### config.mk
export PLATFORM = sky130hd
export DESIGN_NAME = axi3_gp_bridge_flat
export DESIGN_NICKNAME = d
export VERILOG_FILES = /design/src/rtl/axi3_gp_bridge_if.sv /design/src/rtl/axi3_gp_bridge.sv /design/src/flat_wrapper.sv
export SDC_FILE = /design/constraint.sdc
export NUM_CORES = 1
export LEC_CHECK = 0
export ABC_AREA = 1
export BUFFER_PORTS_ARGS = -buffer_cell sky130_fd_sc_hd__clkbuf_2
export CORE_AREA = 2 2 138 140
export DETAILED_ROUTE_END_ITERATION = 8
export DIE_AREA = 0 0 140 142
export PLACE_DENSITY = 0.79
export SLEW_MARGIN = 20
export SYNTH_ARGS = -nofsm -noshare
export SYNTH_HDL_FRONTEND = slang
export SYNTH_SLANG_ARGS = --single-unit
### constraint.sdc
create_clock -name clk -period 1.95 [get_ports clk]
set_input_delay 0 -clock clk [delete_from_list [all_inputs] [get_ports clk]]
set_output_delay 0 -clock clk [all_outputs]
set_load 0.03 [all_outputs]
### src/rtl/axi3_gp_bridge_if.sv
`default_nettype none
// ============================================================================
// Module      : axi3_gp_bridge_if
// Description : AXI3 MAXIGP0 channels plus the single-outstanding out* bus
//               that the bridge drives towards the address-decoding
//               interconnect.
//               slave  modport : bridge side (AXI slave, out* bus master)
//               master modport : PS7 / interconnect side
// Ports       : AR, R, AW, W and B channels (32-bit data, 12-bit IDs,
//               4-bit lengths); outreq/outwr/outaddr/outwdata/outwstrb
//               towards the interconnect; outack/outerr/outrdata back.
// Revision    : 1.0  initial release
// ============================================================================
interface axi3_gp_bridge_if;
   // read address channel
   logic        axiarvalid;
   logic        axiarready;
   logic [31:0] axiaraddr;
   logic [3:0]  axiarlen;
   logic [1:0]  axiarburst;
   logic [11:0] axiarid;
   logic [2:0]  axiarsize;
   logic [1:0]  axiarlock;
   logic [2:0]  axiarprot;
   logic [3:0]  axiarcache;
   logic [3:0]  axiarqos;
   // read data channel
   logic        axirvalid;
   logic        axirready;
   logic [31:0] axirdata;
   logic [1:0]  axirresp;
   logic [11:0] axirid;
   logic        axirlast;
   // write address channel
   logic        axiawvalid;
   logic        axiawready;
   logic [31:0] axiawaddr;
   logic [3:0]  axiawlen;
   logic [1:0]  axiawburst;
   logic [11:0] axiawid;
   logic [2:0]  axiawsize;
   logic [1:0]  axiawlock;
   logic [2:0]  axiawprot;
   logic [3:0]  axiawcache;
   logic [3:0]  axiawqos;
   // write data channel
   logic        axiwvalid;
   logic        axiwready;
   logic [31:0] axiwdata;
   logic [3:0]  axiwstrb;
   logic [11:0] axiwid;
   logic        axiwlast;
   // write response channel
   logic        axibvalid;
   logic        axibready;
   logic [1:0]  axibresp;
   logic [11:0] axibid;
   // interconnect request/ack bus
   logic        outreq;
   logic        outwr;
   logic [31:0] outaddr;
   logic [31:0] outwdata;
   logic [3:0]  outwstrb;
   logic        outack;
   logic        outerr;
   logic [31:0] outrdata;

   modport slave (
      input  axiarvalid, axiaraddr, axiarlen, axiarburst, axiarid,
             axiarsize, axiarlock, axiarprot, axiarcache, axiarqos,
      output axiarready,
      output axirvalid, axirdata, axirresp, axirid, axirlast,
      input  axirready,
      input  axiawvalid, axiawaddr, axiawlen, axiawburst, axiawid,
             axiawsize, axiawlock, axiawprot, axiawcache, axiawqos,
      output axiawready,
      input  axiwvalid, axiwdata, axiwstrb, axiwid, axiwlast,
      output axiwready,
      output axibvalid, axibresp, axibid,
      input  axibready,
      output outreq, outwr, outaddr, outwdata, outwstrb,
      input  outack, outerr, outrdata
   );

   modport master (
      output axiarvalid, axiaraddr, axiarlen, axiarburst, axiarid,
             axiarsize, axiarlock, axiarprot, axiarcache, axiarqos,
      input  axiarready,
      input  axirvalid, axirdata, axirresp, axirid, axirlast,
      output axirready,
      output axiawvalid, axiawaddr, axiawlen, axiawburst, axiawid,
             axiawsize, axiawlock, axiawprot, axiawcache, axiawqos,
      input  axiawready,
      output axiwvalid, axiwdata, axiwstrb, axiwid, axiwlast,
      input  axiwready,
      input  axibvalid, axibresp, axibid,
      output axibready,
      input  outreq, outwr, outaddr, outwdata, outwstrb,
      output outack, outerr, outrdata
   );
endinterface
`default_nettype wire

### src/rtl/axi3_gp_bridge.sv
`default_nettype none
// ============================================================================
// Module      : axi3_gp_bridge
// Description : AXI3 slave terminating PS7 MAXIGP0. One AXI transaction at
//               a time; every beat becomes one request on the out* bus.
//               Bus errors map to SLVERR (2'b10); write errors are sticky
//               across the burst and reported once in B.
// Ports       : clk     - system clock (FCLKCLK[0])
//               rstn    - asynchronous active-low reset
//               axiaclk - copy of clk for MAXIGP0ACLK
//               bus     - AXI channels + out* bus (slave modport)
// Revision    : 1.0  initial release
// ============================================================================
module axi3_gp_bridge (
   input  wire              clk,
   input  wire              rstn,
   output logic             axiaclk,
   axi3_gp_bridge_if.slave  bus
);

   typedef enum logic [3:0] {
      S_IDLE  = 4'd0,
      S_RADDR = 4'd1,
      S_RREQ  = 4'd2,
      S_RWAIT = 4'd3,
      S_RDATA = 4'd4,
      S_WADDR = 4'd5,
      S_WDATA = 4'd6,
      S_WREQ  = 4'd7,
      S_WWAIT = 4'd8,
      S_BRESP = 4'd9
   } state_t;

   state_t      r_state;
   state_t      w_state_nxt;

   logic        r_last_was_read;
   logic [31:0] r_addr;
   logic [3:0]  r_len;
   logic [1:0]  r_burst;
   logic [11:0] r_id;
   logic [3:0]  r_cnt;
   logic        r_err;

   logic [31:0] r_rdata;
   logic [1:0]  r_rresp;
   logic        r_rlast;
   logic        r_arready;
   logic        r_awready;
   logic        r_wready;
   logic        r_rvalid;
   logic        r_bvalid;
   logic        r_outreq;
   logic        r_outwr;
   logic [31:0] r_wdata;
   logic [3:0]  r_wstrb;

   logic        w_last_beat;
   logic        w_wrap_ok;
   logic [31:0] w_wrap_mask;
   logic [31:0] w_addr_inc;
   logic [31:0] w_addr_nxt;
   logic        w_unused;

   assign axiaclk = clk;

   // Sideband fields MAXIGP0 presents but this bridge has no use for.
   assign w_unused = ^{bus.axiarsize, bus.axiarlock, bus.axiarprot,
                       bus.axiarcache, bus.axiarqos,
                       bus.axiawsize, bus.axiawlock, bus.axiawprot,
                       bus.axiawcache, bus.axiawqos,
                       bus.axiwid, bus.axiwlast};

   assign w_last_beat = (r_cnt == r_len);

   // Next beat address. For the legal wrap lengths (1,3,7,15) the byte
   // mask ((len+1)<<2)-1 is simply {len, 2'b11}. addr[1:0] is carried
   // through untouched in every mode.
   always_comb begin
      w_wrap_mask = {26'd0, r_len, 2'b11};
      w_addr_inc  = {r_addr[31:2] + 30'd1, r_addr[1:0]};
      w_wrap_ok   = (r_len == 4'd1) || (r_len == 4'd3) ||
                    (r_len == 4'd7) || (r_len == 4'd15);
      case (r_burst)
         2'b00:   w_addr_nxt = r_addr;
         2'b10:   w_addr_nxt = w_wrap_ok ?
                               ((r_addr & ~w_wrap_mask) | (w_addr_inc & w_wrap_mask)) :
                               w_addr_inc;
         default: w_addr_nxt = w_addr_inc;
      endcase
   end

   // Next-state logic
   always_comb begin
      w_state_nxt = r_state;
      case (r_state)
         S_IDLE: begin
            // On a tie, serve whichever direction did not go last.
            if (bus.axiarvalid && (!bus.axiawvalid || !r_last_was_read))
               w_state_nxt = S_RADDR;
            else if (bus.axiawvalid)
               w_state_nxt = S_WADDR;
         end
         // Valid is held by the master, so ready is needed for one cycle only.
         S_RADDR: w_state_nxt = S_RREQ;
         S_RREQ:  w_state_nxt = S_RWAIT;
         S_RWAIT: if (bus.outack) w_state_nxt = S_RDATA;
         S_RDATA: if (bus.axirready) w_state_nxt = r_rlast ? S_IDLE : S_RREQ;
         S_WADDR: w_state_nxt = S_WDATA;
         S_WDATA: if (bus.axiwvalid) w_state_nxt = S_WREQ;
         S_WREQ:  w_state_nxt = S_WWAIT;
         S_WWAIT: if (bus.outack) w_state_nxt = w_last_beat ? S_BRESP : S_WDATA;
         S_BRESP: if (bus.axibready) w_state_nxt = S_IDLE;
         default: w_state_nxt = S_IDLE;
      endcase
   end

   // State register, registered handshake outputs and beat datapath.
   // Handshake flags are decoded from the next state so each is a flop.
   always_ff @(posedge clk or negedge rstn) begin
      if (!rstn) begin
         r_state         <= S_IDLE;
         r_last_was_read <= 1'b0;
         r_addr          <= 32'd0;
         r_len           <= 4'd0;
         r_burst         <= 2'd0;
         r_id            <= 12'd0;
         r_cnt           <= 4'd0;
         r_err           <= 1'b0;
         r_rdata         <= 32'd0;
         r_rresp         <= 2'd0;
         r_rlast         <= 1'b0;
         r_arready       <= 1'b0;
         r_awready       <= 1'b0;
         r_wready        <= 1'b0;
         r_rvalid        <= 1'b0;
         r_bvalid        <= 1'b0;
         r_outreq        <= 1'b0;
         r_outwr         <= 1'b0;
         r_wdata         <= 32'd0;
         r_wstrb         <= 4'd0;
      end else begin
         r_state   <= w_state_nxt;
         r_arready <= (w_state_nxt == S_RADDR);
         r_awready <= (w_state_nxt == S_WADDR);
         r_wready  <= (w_state_nxt == S_WDATA);
         r_rvalid  <= (w_state_nxt == S_RDATA);
         r_bvalid  <= (w_state_nxt == S_BRESP);
         r_outreq  <= (w_state_nxt == S_RREQ) || (w_state_nxt == S_WREQ);

         case (r_state)
            S_RADDR: begin
               r_addr          <= bus.axiaraddr;
               r_len           <= bus.axiarlen;
               r_burst         <= bus.axiarburst;
               r_id            <= bus.axiarid;
               r_cnt           <= 4'd0;
               r_err           <= 1'b0;
               r_outwr         <= 1'b0;
               r_last_was_read <= 1'b1;
            end
            S_WADDR: begin
               r_addr          <= bus.axiawaddr;
               r_len           <= bus.axiawlen;
               r_burst         <= bus.axiawburst;
               r_id            <= bus.axiawid;
               r_cnt           <= 4'd0;
               r_err           <= 1'b0;
               r_outwr         <= 1'b1;
               r_last_was_read <= 1'b0;
            end
            S_RWAIT: begin
               // outaddr only moves after the ack, keeping the request stable.
               if (bus.outack) begin
                  r_rdata <= bus.outrdata;
                  r_rresp <= bus.outerr ? 2'b10 : 2'b00;
                  r_rlast <= w_last_beat;
                  r_cnt   <= r_cnt + 4'd1;
                  r_addr  <= w_addr_nxt;
               end
            end
            S_WDATA: begin
               if (bus.axiwvalid) begin
                  r_wdata <= bus.axiwdata;
                  r_wstrb <= bus.axiwstrb;
               end
            end
            S_WWAIT: begin
               if (bus.outack) begin
                  r_err  <= r_err | bus.outerr;
                  r_cnt  <= r_cnt + 4'd1;
                  r_addr <= w_addr_nxt;
               end
            end
            default: ;
         endcase
      end
   end

   assign bus.axiarready = r_arready;
   assign bus.axiawready = r_awready;
   assign bus.axiwready  = r_wready;
   assign bus.axirvalid  = r_rvalid;
   assign bus.axirdata   = r_rdata;
   assign bus.axirresp   = r_rresp;
   assign bus.axirid     = r_id;
   assign bus.axirlast   = r_rlast;
   assign bus.axibvalid  = r_bvalid;
   assign bus.axibresp   = r_err ? 2'b10 : 2'b00;
   assign bus.axibid     = r_id;
   assign bus.outreq     = r_outreq;
   assign bus.outwr      = r_outwr;
   assign bus.outaddr    = r_addr;
   assign bus.outwdata   = r_wdata;
   assign bus.outwstrb   = r_wstrb;

endmodule
`default_nettype wire

### src/flat_wrapper.sv
// flat-port wrapper written by rule: the top's interface ports become plain ports
module axi3_gp_bridge_flat 
  (clk, rstn, axiaclk, bus_axiarvalid, bus_axiaraddr, bus_axiarlen, bus_axiarburst, bus_axiarid, bus_axiarsize, bus_axiarlock, bus_axiarprot, bus_axiarcache, bus_axiarqos, bus_axiarready, bus_axirvalid, bus_axirdata, bus_axirresp, bus_axirid, bus_axirlast, bus_axirready, bus_axiawvalid, bus_axiawaddr, bus_axiawlen, bus_axiawburst, bus_axiawid, bus_axiawsize, bus_axiawlock, bus_axiawprot, bus_axiawcache, bus_axiawqos, bus_axiawready, bus_axiwvalid, bus_axiwdata, bus_axiwstrb, bus_axiwid, bus_axiwlast, bus_axiwready, bus_axibvalid, bus_axibresp, bus_axibid, bus_axibready, bus_outreq, bus_outwr, bus_outaddr, bus_outwdata, bus_outwstrb, bus_outack, bus_outerr, bus_outrdata);
  axi3_gp_bridge_if bus_i ();
  input  wire clk;
  input  wire rstn;
  output logic axiaclk;
  input wire logic [$bits(bus_i.axiarvalid)-1:0] bus_axiarvalid;
  input wire logic [$bits(bus_i.axiaraddr)-1:0] bus_axiaraddr;
  input wire logic [$bits(bus_i.axiarlen)-1:0] bus_axiarlen;
  input wire logic [$bits(bus_i.axiarburst)-1:0] bus_axiarburst;
  input wire logic [$bits(bus_i.axiarid)-1:0] bus_axiarid;
  input wire logic [$bits(bus_i.axiarsize)-1:0] bus_axiarsize;
  input wire logic [$bits(bus_i.axiarlock)-1:0] bus_axiarlock;
  input wire logic [$bits(bus_i.axiarprot)-1:0] bus_axiarprot;
  input wire logic [$bits(bus_i.axiarcache)-1:0] bus_axiarcache;
  input wire logic [$bits(bus_i.axiarqos)-1:0] bus_axiarqos;
  output wire logic [$bits(bus_i.axiarready)-1:0] bus_axiarready;
  output wire logic [$bits(bus_i.axirvalid)-1:0] bus_axirvalid;
  output wire logic [$bits(bus_i.axirdata)-1:0] bus_axirdata;
  output wire logic [$bits(bus_i.axirresp)-1:0] bus_axirresp;
  output wire logic [$bits(bus_i.axirid)-1:0] bus_axirid;
  output wire logic [$bits(bus_i.axirlast)-1:0] bus_axirlast;
  input wire logic [$bits(bus_i.axirready)-1:0] bus_axirready;
  input wire logic [$bits(bus_i.axiawvalid)-1:0] bus_axiawvalid;
  input wire logic [$bits(bus_i.axiawaddr)-1:0] bus_axiawaddr;
  input wire logic [$bits(bus_i.axiawlen)-1:0] bus_axiawlen;
  input wire logic [$bits(bus_i.axiawburst)-1:0] bus_axiawburst;
  input wire logic [$bits(bus_i.axiawid)-1:0] bus_axiawid;
  input wire logic [$bits(bus_i.axiawsize)-1:0] bus_axiawsize;
  input wire logic [$bits(bus_i.axiawlock)-1:0] bus_axiawlock;
  input wire logic [$bits(bus_i.axiawprot)-1:0] bus_axiawprot;
  input wire logic [$bits(bus_i.axiawcache)-1:0] bus_axiawcache;
  input wire logic [$bits(bus_i.axiawqos)-1:0] bus_axiawqos;
  output wire logic [$bits(bus_i.axiawready)-1:0] bus_axiawready;
  input wire logic [$bits(bus_i.axiwvalid)-1:0] bus_axiwvalid;
  input wire logic [$bits(bus_i.axiwdata)-1:0] bus_axiwdata;
  input wire logic [$bits(bus_i.axiwstrb)-1:0] bus_axiwstrb;
  input wire logic [$bits(bus_i.axiwid)-1:0] bus_axiwid;
  input wire logic [$bits(bus_i.axiwlast)-1:0] bus_axiwlast;
  output wire logic [$bits(bus_i.axiwready)-1:0] bus_axiwready;
  output wire logic [$bits(bus_i.axibvalid)-1:0] bus_axibvalid;
  output wire logic [$bits(bus_i.axibresp)-1:0] bus_axibresp;
  output wire logic [$bits(bus_i.axibid)-1:0] bus_axibid;
  input wire logic [$bits(bus_i.axibready)-1:0] bus_axibready;
  output wire logic [$bits(bus_i.outreq)-1:0] bus_outreq;
  output wire logic [$bits(bus_i.outwr)-1:0] bus_outwr;
  output wire logic [$bits(bus_i.outaddr)-1:0] bus_outaddr;
  output wire logic [$bits(bus_i.outwdata)-1:0] bus_outwdata;
  output wire logic [$bits(bus_i.outwstrb)-1:0] bus_outwstrb;
  input wire logic [$bits(bus_i.outack)-1:0] bus_outack;
  input wire logic [$bits(bus_i.outerr)-1:0] bus_outerr;
  input wire logic [$bits(bus_i.outrdata)-1:0] bus_outrdata;
  assign bus_i.axiarvalid = bus_axiarvalid;
  assign bus_i.axiaraddr = bus_axiaraddr;
  assign bus_i.axiarlen = bus_axiarlen;
  assign bus_i.axiarburst = bus_axiarburst;
  assign bus_i.axiarid = bus_axiarid;
  assign bus_i.axiarsize = bus_axiarsize;
  assign bus_i.axiarlock = bus_axiarlock;
  assign bus_i.axiarprot = bus_axiarprot;
  assign bus_i.axiarcache = bus_axiarcache;
  assign bus_i.axiarqos = bus_axiarqos;
  assign bus_axiarready = bus_i.axiarready;
  assign bus_axirvalid = bus_i.axirvalid;
  assign bus_axirdata = bus_i.axirdata;
  assign bus_axirresp = bus_i.axirresp;
  assign bus_axirid = bus_i.axirid;
  assign bus_axirlast = bus_i.axirlast;
  assign bus_i.axirready = bus_axirready;
  assign bus_i.axiawvalid = bus_axiawvalid;
  assign bus_i.axiawaddr = bus_axiawaddr;
  assign bus_i.axiawlen = bus_axiawlen;
  assign bus_i.axiawburst = bus_axiawburst;
  assign bus_i.axiawid = bus_axiawid;
  assign bus_i.axiawsize = bus_axiawsize;
  assign bus_i.axiawlock = bus_axiawlock;
  assign bus_i.axiawprot = bus_axiawprot;
  assign bus_i.axiawcache = bus_axiawcache;
  assign bus_i.axiawqos = bus_axiawqos;
  assign bus_axiawready = bus_i.axiawready;
  assign bus_i.axiwvalid = bus_axiwvalid;
  assign bus_i.axiwdata = bus_axiwdata;
  assign bus_i.axiwstrb = bus_axiwstrb;
  assign bus_i.axiwid = bus_axiwid;
  assign bus_i.axiwlast = bus_axiwlast;
  assign bus_axiwready = bus_i.axiwready;
  assign bus_axibvalid = bus_i.axibvalid;
  assign bus_axibresp = bus_i.axibresp;
  assign bus_axibid = bus_i.axibid;
  assign bus_i.axibready = bus_axibready;
  assign bus_outreq = bus_i.outreq;
  assign bus_outwr = bus_i.outwr;
  assign bus_outaddr = bus_i.outaddr;
  assign bus_outwdata = bus_i.outwdata;
  assign bus_outwstrb = bus_i.outwstrb;
  assign bus_i.outack = bus_outack;
  assign bus_i.outerr = bus_outerr;
  assign bus_i.outrdata = bus_outrdata;
  axi3_gp_bridge u_core (.clk(clk), .rstn(rstn), .axiaclk(axiaclk), .bus(bus_i));
endmodule
==> results of run 1 <==
==> synthesized netlist by cell type (5+ instances only) <==
| master | count |
|---|---|
| inv_2 | 7 |
| nand2_1 | 499 |
| inv_1 | 77 |
| a22oi_1 | 10 |
| nor2_1 | 75 |
| nand4_1 | 9 |
| a21oi_1 | 13 |
| nor3_1 | 13 |
| dfrtp_1 | 137 |
| o211ai_1 | 5 |
| clkbuf_1 | 7 |
| nand3_1 | 70 |
| buf_2 | 18 |
| buf_4 | 18 |
| o21ai_0 | 21 |
==> report_power, final <==
part	internal, W	switching [W]
clock	0.00187	0.00158
combinational	0.00304	0.00661
sequential	0.00412	0.00110
==> registers in the layout, summed over array words and instances, names as in the netlist, 2 cells and up <==
| register | flops |
|---|---|
| u_core.r_len | 4 |
| u_core.r_cnt | 4 |
| u_core.bus.outaddr | 32 |
| u_core.r_burst | 2 |
| u_core.bus.axibid | 12 |
| u_core.bus.outwdata | 32 |
| u_core.r_state | 4 |
| u_core.bus.axirdata | 32 |
| u_core.bus.outwstrb | 4 |
==> worst max-delay path, stage by stage (launching register included) <==
cell and delay (ns):
dfrtp_1 0.42, inv_1 0.10, nor2_2 0.19, inv_2 0.08
nor2_4 0.26, buf_4 0.34, nand2_1 0.08, nand3_1 0.09
nand2_1 0.06, o21ai_0 0.09
==> cells by family (layout without fill, tap and decap cells) <==
kind of cell               Yosys count  after routing
AOI/OAI and AO/OA                   63             63
adders and majority gates            2              2
buffers and inverters              135            634
DFF                                137            137
other                                1              2
and+or+nand+nor                    681            683
==> through the flow <==
step | hold WS, ns | setup WS, ns
after floorplan | -0.296 | 0.243
after global placement | -0.0645 | 0.0635
after detailed placement | -0.0613 | -0.0358
after CTS | 0.0265 | -0.00904
after global routing | 0.0471 | -0.00481
final | 0.0179 | 0.140
==> cell type report <==
class | instances | area [µm²]
repair buffers | 515 | 3600
clock buffers | 18 | 430
multi-input cells | 750 | 3230
well taps | 234 | 293
clock inverters | 15 | 199
fillers | 1481 | 6950
flip-flops and latches | 137 | 3430
inverters | 86 | 328
==> path summary, 6_finish.rpt <==
path / to / slack, ns / depth (start not counted)
worst max-delay path: u_core.bus.outaddr[3] / 0.14 / 9
worst min-delay path: u_core.r_state[2] / 0.02 / 6
worst max register to register: u_core.bus.outaddr[3] / 0.14 / 9
worst min register to register: u_core.bus.outwdata[8] / 0.48 / 2
max in group asynchronous: u_core.bus.axirdata[4] / 1.19 / 3
min in group asynchronous: u_core.bus.outaddr[0] / 0.06 / 2
==> metal layers <==
layer  vias up  track usage, %
li1       4135               -
met1      3998            31.0
met3        83            6.93
met4         0            11.5
met2       423            48.4
met5         -               0
==> what timing repair did <==
item                                   CTS  global route
resized for setup                        1             6
endpoints found under the hold margin  261             0
pin swaps                                1             3
setup endpoints to repair               10            32
hold buffers                           174             0
gates cloned                             1             1
setup buffers                            0             5
==> impl_results.md, run 1 <==
* Nets at about 1,700
* Clock Tree Buf Depth at 2
* Layout Utilization at a little over 60%
* HP Start: bus_axirready
* Syn avg cell area at between 7 and 8 µm²
* Final Hold Vio Count at 0
* Drt drc at 16
* Main flop type after synthesis: dfrtp_1
* R2R Path Start: u_core.r_state[0]
* Vias in the first global route at roughly 8,800
* Layout cells sized above 1 at between 20% and 30%
* Synth Register Bits at ~140
* Worst Setup Start Kind: register
* Ys Warns at 0
* Ports at approximately 360
* Post-synthesis compound-gate area fraction at 5.28%
* Port Buf Inserts at 311
* Most common cell after layout, fill and taps aside: nand2_1
* Starting density of the core at around two fifths
* Cell leakage power at 6.33 nW
* Post-Place Cell Area at around 9000 µm²
* DRT Pass-1 Iters at 9
* Slew @ Worst Pin at about 0.6 ns
* Initial DRC Count at just over 700
* Adder-Cell Fraction of Synth Area at 0.346%
* P per Cell Area at approximately 1600 nW/µm²
* Largest net degree at the start of global routing at 50
* Final Skew at about 0.015 ns
* Met3 wire len at 2140 µm
* Total die area at 19,900 µm²
* Req. time, crit path at roughly 2.3 ns
* Worst Path Arrival at 2.14 ns
* Rel. slew slack at between 50% and 60%
* Synth top area cells: dfrtp_1 (47%), nand2_1 (26%), nand3_1 (4.8%), inv_1 (4.0%), nor2_1 (3.9%)
* Failing checks: DRC
* Mapped cell area at 7230 µm²
* Fmax at 552 MHz
* Highest Signal Layer: met4
* Total track usage at approximately 27%
* Cell taking the most area after synthesis: dfrtp_1
* Main combinational cell family by area after synthesis: simple AND/OR/NAND/NOR gates
* Drt wl/cell at 15.5 µm
* Peak VDD IR at between 900 and 1000 µV
* Row count at 50
* Mux cell area share after synthesis at 0%
* Max cap viols at 0
* Clk Latency, worst-skew pair at 0.42 ns
* Placer Congestion at a little over 0.9
* Sequential area share after synthesis at a little under half
* CP startpoint: u_core.r_state[0]
* Core Region at 18,500 µm²
* Async SR Flop Fraction at between 90% and 100%
* Die Wd at ~140 µm
* Number of synthesized flops with an enable pin at 0
* Yosys cell types at 35
* Xor-xnor portion of the synthesized cell area at 0%
* Critical Path Sink Type: register
* Synth top area share at a little under half
* H-tree levels at 4
* TritonCTS Buffers at 17
* Met2 wire len at ~14,000 µm
* Global-route wire length before repair at ~43,000 µm
* Synth Instances at 1,019
* Worst hold path class: input port to register
* Grt ovf at 0
* Clk pin slew, worst setup/hold paths at ~0.06 ns
* Most frequent cells in the layout: nand2_1 (499), clkbuf_2 (310), dlygate4sd3_1 (174)
* Final Slew Violations at 0
* Final period utilization at between 90 and 100%
* WS Path Type: register to register
* Total wire length at about 27,000 µm
* Die Height at ~140 µm
* Placed Cells at 1,542
* Antenna cell count at 0
* Vias/cell at roughly 5
* Post-Synth Simple-Gate Area at about two fifths
* Status: complete, but fails checks
* Met1 WL at between 10,000 and 15,000 µm
* Final Setup Violations at 0
* Vias at around 8,600
* Max FO, Critical Path at 24
* CTS root buffer: clkbuf_16
* Design area at 11,500 µm²
* Pwr Total at around 0.018 W
* Final ANT Viol Nets at 0
* Synth-to-Final Area Change at 59.0%
* Min Tclk post-route at around 1.8 ns
* Cell Count, Final, Fillers Out at approximately 1,800
* Dpl hpwl at 16,800 µm
* TritonCTS clock tree: built
* Setup tns final at 0 ns
* Initial antenna violation count at 0
No activity file was read; power rests on OpenSTA's default activity.
==> run 2, diff against run 1 <==
CELL_PAD_IN_SITES_DETAIL_PLACEMENT = 1   (was default)
CELL_PAD_IN_SITES_GLOBAL_PLACEMENT = 2   (was default)
CORE_AREA = 2 2 177 179   (was 2 2 138 140)
DIE_AREA = 0 0 179 181   (was 0 0 140 142)
PLACE_DENSITY = 0.9   (was 0.79)
==> impl_results.md, run 2 (synthesis gave the netlist of run 1 again) <==
* CTS root buffer: clkbuf_16
* Total track usage at 19.7% (-7.4 points)
* Clk pin slew, worst setup/hold paths at 0.07 ns (about the same)
* Vias in the first global route at 9,509 (+7.9%)
* Status: completed
* Vias at 8,515 (-1.4%)
* Initial antenna violation count at 0 (unchanged)
* Largest net degree at the start of global routing at 52 (+4.0%)
* Clk Latency, worst-skew pair at 0.44 ns (+0.02 ns)
* Worst Setup Start Kind: register
* Total die area at 32,400 µm² (+63%)
* Cell leakage power at 6.35 nW (+0.35%)
* Starting density of the core at 23.8% (-15 points)
* Die Wd at 179 µm (+28%)
* DRT Pass-1 Iters at 4 (-5)
* Final WS setup at 0.126 ns (-0.0138 ns)
* Final Setup Violations at 0 (unchanged)
* Max cap viols at 0 (unchanged)
* Nets at 1,734 (+0.12%)
* Req. time, crit path at 2.27 ns (about the same)
* Placed Cells at 1,707 (+11%)
* Vias/cell at 4.44 (-9.9%)
* Placer Congestion at 0.817 (-12%)
* RSZ-0062 raised after global routing: yes
* Cell Count, Final, Fillers Out at 1,919 (+9.3%)
* Total wire length at 31,800 µm (+16%)
* Most common cell after layout, fill and taps aside: nand2_1
* Synth-to-Final Area Change at 62.1%
* Antenna cell count at 0 (unchanged)
* TritonCTS Buffers at 17 (unchanged)
* H-tree levels at 4 (unchanged)
* Most frequent cells in the layout: nand2_1 (499), clkbuf_2 (310), dlygate4sd3_1 (173)
* Worst hold path class: input port to register
* Final Hold Vio Count at 0 (unchanged)
* Port Buf Inserts at 311 (unchanged)
* Peak VDD IR at 817 µV (-11%)
* Initial DRC Count at 355 (-50%)
* Layout cells sized above 1 at 26.7% (+0.16 points)
* Dpl hpwl at 21,300 µm (+27%)
* Slew @ Worst Pin at 0.593 ns (-0.00677 ns)
* Global-route wire length before repair at 49,800 µm (+16%)
* Final Skew at 0.0153 ns (+0.000668 ns)
* Pwr Total at 0.0186 W (+1.2%)
* Min Hold Slack at 0.0355 ns (+0.0176 ns)
* Pre-CTS setup slack at -0.0944 ns (-0.0586 ns)
* Final Slew Violations at 0 (unchanged)
* Final period utilization at 93.5% (+0.71 points)
* Critical Path Sink Type: register
* Final ANT Viol Nets at 0 (unchanged)
* Min Tclk post-route at 1.82 ns (+0.0138 ns)
* Fmax at 548 MHz (-0.76%)
* P per Cell Area at 1580 nW/µm² (-0.69%)
* Max FO, Critical Path at 5 (-79%)
* Rel. slew slack at 60.4% (+0.51 points)
* TritonCTS clock tree: built
* Core Region at 30,300 µm² (+64%)
* Ports at 359 (unchanged)
* Worst Path Arrival at 2.14 ns (about the same)
* Drt drc at 0 (-16)
* WS Path Type: register to register
* Row count at 64 (+28%)
* Clock Tree Buf Depth at 2 (unchanged)
* Grt ovf at 0 (unchanged)
* Die Height at 181 µm (+27%)
* Drt wl/cell at 16.5 µm (+6.5%)
* Fillers at 3,755 (+150%)
-- run 2: cell count changes in the layout (fill, tap and decap cells not counted), sizes merged --
cell / previous run / this run
dlygate4sd3: 174 / 173
clkinv: 7 / 5
nand2: 507 / 506
inv: 92 / 94
buf: 32 / 36
-- run 2: power by group --
part / switching (W) / total [W] / internal (W)
clock: 0.00159 / 0.00344 / 0.00185
combinational: 0.00677 / 0.00989 / 0.00312
sequential: 0.00111 / 0.00523 / 0.00412
total: 0.00947 / 0.0186 / 0.00909
-- run 2: worst max-delay path, cell delays in order (launching register included) --
cell and delay, ns:
dfrtp_1 0.44, nand2_1 0.14, nor2_1 0.38, nand2_1 0.21
inv_1 0.16, nand4_1 0.09, nand3_1 0.11, nand3_1 0.08
nand2_1 0.06, nand2_1 0.05
-- run 2: cell type report --
cell class / count / area [µm²] / area share [%]
clock inverter: 15 / 169 / 1.44
clock buffer: 18 / 430 / 3.67
tap: 396 / 495 / 4.23
sequential: 137 / 3430 / 29.2
timing repair buffer: 518 / 3650 / 31.1
inverter: 86 / 332 / 2.83
multi-input combinational: 749 / 3220 / 27.4
-- run 2: final timing paths --
kind | startpoint | endpoint | slack, ns | cells past startpoint
min | bus_axiawaddr[16] | u_core.bus.outaddr[16] | 0.04 | 5
max reg2reg | u_core.bus.outaddr[3] | u_core.bus.outaddr[17] | 0.13 | 9
max | u_core.bus.outaddr[3] | u_core.bus.outaddr[17] | 0.13 | 9
min in group asynchronous | rstn | u_core.bus.outaddr[6] | 0.13 | 2
max in group asynchronous | rstn | u_core.r_state[2] | 1.13 | 3
min reg2reg | u_core.bus.outwdata[12] | u_core.bus.outwdata[12] | 0.47 | 2
-- run 2: metrics by stage --
| step | instance area (µm²) | TNS [ns] | utilization [%] |
|---|---|---|---|
| 2_1_floorplan | 7240 | 0 | - |
| 3_3_place_gp | 9270 | 0 | 30.5 |
| 3_5_place_dp | 9270 | -1.16 | 30.5 |
| 4_1_cts | 11600 | 0 | 38.3 |
| 5_1_grt | 11700 | -0.0785 | 38.6 |
| 6_report | 11700 | 0 | 38.6 |
-- run 2: layer usage --
layer	vias up	routed length (µm)	global-route usage, %
met3	29	1820	4.63
met2	252	16500	36.6
met5	-	0	0
met1	4103	12900	22.3
li1	4131	-	-
met4	0	555	5.24
-- run 2: what timing repair did --
action	in CTS	in global routing
resized for setup	3	10
pin swaps	1	4
setup buffers	0	6
endpoints found under the setup margin	22	41
cloned	1	0
hold buffers	173	0
endpoints found under the hold margin	172	0
